### src/rtl/mips_pkg.sv
// Shared MIPS pipeline definitions: execution-controller state encoding and
// the default sequential PC increment.
package mips_pkg;

    localparam int STATE_W = 3;

    localparam logic [2:0] ST_IDLE  = 3'd0;
    localparam logic [2:0] ST_RUN   = 3'd1;
    localparam logic [2:0] ST_STEP  = 3'd2;
    localparam logic [2:0] ST_DRAIN = 3'd3;
    localparam logic [2:0] ST_DONE  = 3'd4;

    localparam int PC_INCR_DEF = 4;

endpackage

### src/rtl/pc_next_sel.sv
// Next-PC selection: jump beats branch beats the sequential increment.
module pc_next_sel #(
    parameter int PC_WIDTH = 32,
    parameter int PC_INCR  = 4
) (
    input  logic                jump,
    input  logic [PC_WIDTH-1:0] jump_target,
    input  logic                branch_taken,
    input  logic [PC_WIDTH-1:0] branch_target,
    input  logic [PC_WIDTH-1:0] pc,
    output logic [PC_WIDTH-1:0] pc_next
);

    // Sum is truncated to PC_WIDTH so the sequential path wraps around.
    always_comb begin
        if (jump)
            pc_next = jump_target;
        else if (branch_taken)
            pc_next = branch_target;
        else
            pc_next = pc + PC_WIDTH'(PC_INCR);
    end

endmodule

### src/rtl/pc_exec_ctrl.sv
// IF-stage execution controller: run/step/pause sequencing, HALT drain and DONE.
// Optional saturating enabled-cycle counter under PC_EXEC_CYCLE_COUNT_EN.
module pc_exec_ctrl
    import mips_pkg::*;
#(
    parameter int PC_WIDTH     = 32,
    parameter int PC_INCR      = PC_INCR_DEF,
    parameter int DRAIN_CYCLES = 4
) (
    input  logic                i_clk,
    input  logic                i_reset,
    input  logic                i_run,
    input  logic                i_step,
    input  logic                i_halt_req,
    input  logic                i_halt_instr,
    input  logic                i_stall,
    input  logic                i_jump,
    input  logic [PC_WIDTH-1:0] i_jump_target,
    input  logic                i_branch_taken,
    input  logic [PC_WIDTH-1:0] i_branch_target,
    input  logic [PC_WIDTH-1:0] i_pc,
    output logic                o_enable,
    output logic                o_pc_write,
    output logic [PC_WIDTH-1:0] o_pc_next,
    output logic [STATE_W-1:0]  o_state,
    output logic                o_done,
    output logic [31:0]         o_cycle_count
);

    logic [STATE_W-1:0] state, state_nx;
    logic [3:0]         drain, drain_nx;

    assign o_state    = state;
    assign o_enable   = (state == ST_RUN) || (state == ST_STEP) || (state == ST_DRAIN);
    assign o_done     = (state == ST_DONE);
    // HALT in the fetch slot freezes the PC on the HALT address.
    assign o_pc_write = ((state == ST_RUN) || (state == ST_STEP)) && !i_stall && !i_halt_instr;

    always_comb begin
        state_nx = state;
        drain_nx = drain;
        case (state)
            ST_IDLE: begin
                if (i_run)
                    state_nx = ST_RUN;
                else if (i_step)
                    state_nx = ST_STEP;
            end
            ST_RUN: begin
                if (i_halt_instr) begin
                    state_nx = ST_DRAIN;
                    drain_nx = 4'(DRAIN_CYCLES);
                end else if (i_halt_req) begin
                    state_nx = ST_IDLE;
                end
            end
            ST_STEP: begin
                if (i_halt_instr) begin
                    state_nx = ST_DRAIN;
                    drain_nx = 4'(DRAIN_CYCLES);
                end else if (!i_stall) begin
                    state_nx = ST_IDLE;
                end
            end
            ST_DRAIN: begin
                drain_nx = drain - 4'd1;
                if (drain == 4'd1)
                    state_nx = ST_DONE;
            end
            ST_DONE:  state_nx = ST_DONE;
            default:  state_nx = ST_IDLE;
        endcase
    end

    always_ff @(posedge i_clk or negedge i_reset) begin
        if (!i_reset) begin
            state <= ST_IDLE;
            drain <= 4'd0;
        end else begin
            state <= state_nx;
            drain <= drain_nx;
        end
    end

`ifdef PC_EXEC_CYCLE_COUNT_EN
    logic [31:0] cycle_count;

    always_ff @(posedge i_clk or negedge i_reset) begin
        if (!i_reset)
            cycle_count <= 32'd0;
        else if (o_enable && (cycle_count != 32'hFFFF_FFFF))
            cycle_count <= cycle_count + 32'd1;
    end

    assign o_cycle_count = cycle_count;
`else
    assign o_cycle_count = 32'd0;
`endif

    pc_next_sel #(
        .PC_WIDTH (PC_WIDTH),
        .PC_INCR  (PC_INCR)
    ) u_pc_next_sel (
        .jump          (i_jump),
        .jump_target   (i_jump_target),
        .branch_taken  (i_branch_taken),
        .branch_target (i_branch_target),
        .pc            (i_pc),
        .pc_next       (o_pc_next)
    );

endmodule

### config.mk
export PLATFORM = sky130hd
export DESIGN_NAME = pc_exec_ctrl
export DESIGN_NICKNAME = d
export VERILOG_FILES = /design/src/rtl/mips_pkg.sv /design/src/rtl/pc_next_sel.sv /design/src/rtl/pc_exec_ctrl.sv
export SDC_FILE = /design/constraint.sdc
export NUM_CORES = 1
export LEC_CHECK = 0
export ABC_AREA = 1
export BUFFER_PORTS_ARGS = -buffer_cell sky130_fd_sc_hd__buf_4
export CORE_MARGIN = 8
export CORE_UTILIZATION = 40
export DETAILED_ROUTE_END_ITERATION = 12
export HOLD_SLACK_MARGIN = 0.05
export PLACE_DENSITY = 0.83
export SETUP_SLACK_MARGIN = 0.2
export SLEW_MARGIN = 0
export SYNTH_ARGS = -nofsm -noshare
export SYNTH_HDL_FRONTEND = slang
export SYNTH_SLANG_ARGS = --single-unit
### constraint.sdc
create_clock -name i_clk -period 1.6 [get_ports i_clk]
set_input_delay 0.16 -clock i_clk [delete_from_list [all_inputs] [get_ports i_clk]]
set_output_delay 0.16 -clock i_clk [all_outputs]
set_load 0.02 [all_outputs]
==> key figures <==
Power and ir drop
  • Combinational share of power: 0.678
  • Internal Power: 0.756 mW
  • Worst IR Drop VDD: 0.407 mV
  • Switch Pwr: 0.598 mW
  • Reg power frac: 0.131
  • Switch share: 0.441
  • Cell Pwr Density: 351 mW/mm²
  • Clock share of power: 0.191
  • Leakage: 1.99 nW

Die
  • Die H: 92.0 µm
  • Ports: 175
  • Row Count: 27
  • Die area: 0.00846 mm²
  • Chip width: 92.0 µm
  • Core area: 0.00554 mm²
  • Initial core utilization: 0.417

Worst setup path
  • Arr. time, crit path: 1310 ps
  • Worst Reg-to-Reg Cells: 7
  • Crit path buf inv count: 2
  • CP Launch Type: input pin
  • RR Startpoint: o_state[0]$_DFFE_PN0P_
  • Slowest CP cell: nor2_4
  • Crit path max fanout: 5
  • CP Class: in -> out
  • Slowest stage delay, CP: 190 ps
  • Reg-to-reg slack, setup: 330 ps
  • R2R Path End: o_state[0]$_DFFE_PN0P_
  • CP top delay family: simple AND/OR/NAND/NOR gates
  • Worst path required time: 1440 ps
  • Critical path, cell by cell: buf_8, ha_4, nand3_4, nor2_4, nand4_1, a21oi_2, o21ai_1, buf_4
  • Crit path capture type: output port

Logic synthesis
  • Post-synth top area share: 0.247
  • Sequential area share after synthesis: 0.0759
  • #FFs+latches synth: 7
  • YS warnings: 0
  • Largest cells by area after synthesis: nand2_1, nor2_1, buf_4
  • Library cells used by synthesis: 30
  • Post-Syn Area per Cell: 5.06 µm²
  • Post-synthesis cell area: 0.00231 mm²
  • Synth Instances: 456
  • Largest area contributor in the netlist: nand2_1

CTS
  • Clock Latency Late Sink: 230 ps
  • CTS clk-pin slew, worst paths: 40 ps
  • CTS root buf: clkbuf_8
  • CTS Buf Count: 3
  • CTS sink count: 7
  • CTS tree: yes
  • # H-tree levels: 1
  • Clock Path Buffers: 2

Global route
  • First-pass GRT wire length: 15100 µm
  • Via count of the first global-routing pass: 3181
  • Congestion Overflow GR: 0
  • Largest net degree at the start of global routing: 37
  • Total track usage: 0.211
  • Initial antenna violation count: 0

STA
  • Setup violators final: 0
  • Max Clock Skew: 1.25 ps
  • RSZ-0062 raised after global routing: true
  • Maximum clock rate: 0.679 GHz
  • Max Slew Vio Count: 0
  • Min cycle time layout: 1470 ps
  • Min Hold Slack: 169 ps
  • Post-Route Setup TNS: 0 ps
  • Period utilization: 0.921
  • Fin. Hold Viols: 0

Route
  • Routed wl met3: 934 µm
  • Met1 WL: 3810 µm
  • Initial drt markers: 210
  • Routed WL: 10000 µm
  • Drt drc: 0
  • Vias: 3312
  • Via/cell ratio: 4.86
  • WL per Instance: 14.7 µm
  • Drt pass-1 iters: 5
  • Wire length on met2: 5050 µm
  • Detail Route Antenna Nets: 0
  • Max layer used: met4

Place
  • Post-Place Cells: 663
  • Detail Placement HPWL: 7830 µm
  • Port Buffers: 142
  • GPL Wtd Cong: 0.897

Cells and area
  • Final non-filler cell total: 681
  • Nets: 718
  • Antenna diode count: 0
  • Share of layout cells above drive strength 1: 0.407
  • Synthesis-to-finish area growth: 67.0%
  • Fillers: 481

Outcome
  • Status: completed

Run
  • Max-Cap Viols: 0

Worst hold path
  • Worst Min Path Start: i_run
  • Hold Crit Depth: 3
  • Hold path endpoint: o_state[0]$_DFFE_PN0P_
  • Worst hold path class: in -> reg
synth_stat cells (all sizes together):
library cell    n
nor2           99
o22ai           3
nand2         157
o21ai          21
or2             1
conb            1
nand4           3
dlygate4sd1     1
o21a            2
and2            1
inv            40
nor3            2
buf            37
ha              3
xor2            2
xnor2           6
o211ai          1
a21oi          26
nand3          32
clkbuf          8
dfrtp           7
o21bai          3
placed cells by master, fill, tap and decap left out, types with 2 or more instances in the layout:
cell and count:
nor3_2 2, a21oi_1 25, o21ai_0 10, inv_2 5, nor2_2 17, nand2_2 16
buf_4 147, inv_1 33, conb_1 32, o21a_1 2, nand2_1 130, clkbuf_8 3
dfrtp_1 7, clkinvlp_4 2, buf_6 13, xnor2_1 4, nand3_1 26, xnor2_2 2
buf_8 2, nand4_1 3, o22ai_1 3, o21bai_1 3, ha_1 2, nor2_4 17
xor2_1 2, nand3_2 5, nand2_4 11, nor2_1 64, o21ai_1 11
power by group through the flow:
stage	logic (mW)	clock network, mW	registers (mW)
after detailed placement	0.809	0	0.180
final	0.918	0.259	0.178
after CTS	0.859	0.255	0.178
after global placement	0.799	0	0.180
after floorplan	0.474	0	0.180
after global routing	0.990	0.268	0.178
kinds of logic (layout without fill, tap and decap cells):
kind of cell | count (synthesis) | count (layout) | synth area share
AOI/OAI and AO/OA | 56 | 56 | 0.130
adders and majority gates | 3 | 3 | 0.0163
and+or+nand+nor | 295 | 295 | 0.537
buffers and inverters | 86 | 208 | 0.210
DFF | 7 | 7 | 0.0759
xor gates and xnor gates | 8 | 8 | 0.0304
other | 1 | 32 | 0.00162
routing by layer:
metal | track usage | vias to the layer above
met3 | 0.0367 | 20
met5 | 0 | -
met1 | 0.245 | 1455
li1 | - | 1666
met2 | 0.388 | 171
met4 | 0.0523 | 0
per-stage QoR:
step	util	setup slack (ps)	total power, mW	instance area (µm²)
CTS	0.647	173	1.29	3590
global route	0.696	33.9	1.44	3850
finish	0.696	127	1.35	3850
floorplan	-	205	0.655	2430
global placement	0.600	44.1	0.980	3320
detailed placement	0.600	36.9	0.989	3320
worst min-delay path: cells and delay by family:
| family | cells | cell delay, ps |
|---|---|---|
| buffers and inverters | 1 | 80 |
| AOI/OAI and AO/OA | 2 | 120 |
final cells by class:
class / instances / area [µm²] / share of cell area
Clock buffer: 4 / 45.0 / 0.0117
Inverter: 40 / 158 / 0.0409
Sequential cell: 7 / 175 / 0.0454
Timing Repair Buffer: 164 / 1310 / 0.340
Tap cell: 72 / 90.1 / 0.0234
Multi-Input combinational cell: 394 / 2080 / 0.539
state kept, by name, indices dropped and copies added (netlist names):
| register | cells |
|---|---|
| o_state | 3 |
| drain | 4 |
worst max-delay path by stage:
stage,from,to,slack (ps),cells after the start
6_report,i_pc[2],o_pc_next[16],130,8
5_1_grt,i_pc[2],o_pc_next[16],30,8
4_1_cts,i_pc[3],o_pc_next[20],170,12
3_5_place_dp,i_pc[3],o_pc_next[16],40,8
3_3_place_gp,i_pc[3],o_pc_next[14],40,9
2_1_floorplan,i_pc[2],o_pc_next[8],210,6
timing repair:
item | in CTS | in global routing
hold buffers | 1 | 0
endpoints found under the setup margin | 26 | 34
resized for setup | 50 | 66
endpoints found under the hold margin | 7 | 0
pin swaps | 22 | 37
setup buffers | 6 | 7
No activity file was read; power rests on OpenSTA's default activity.
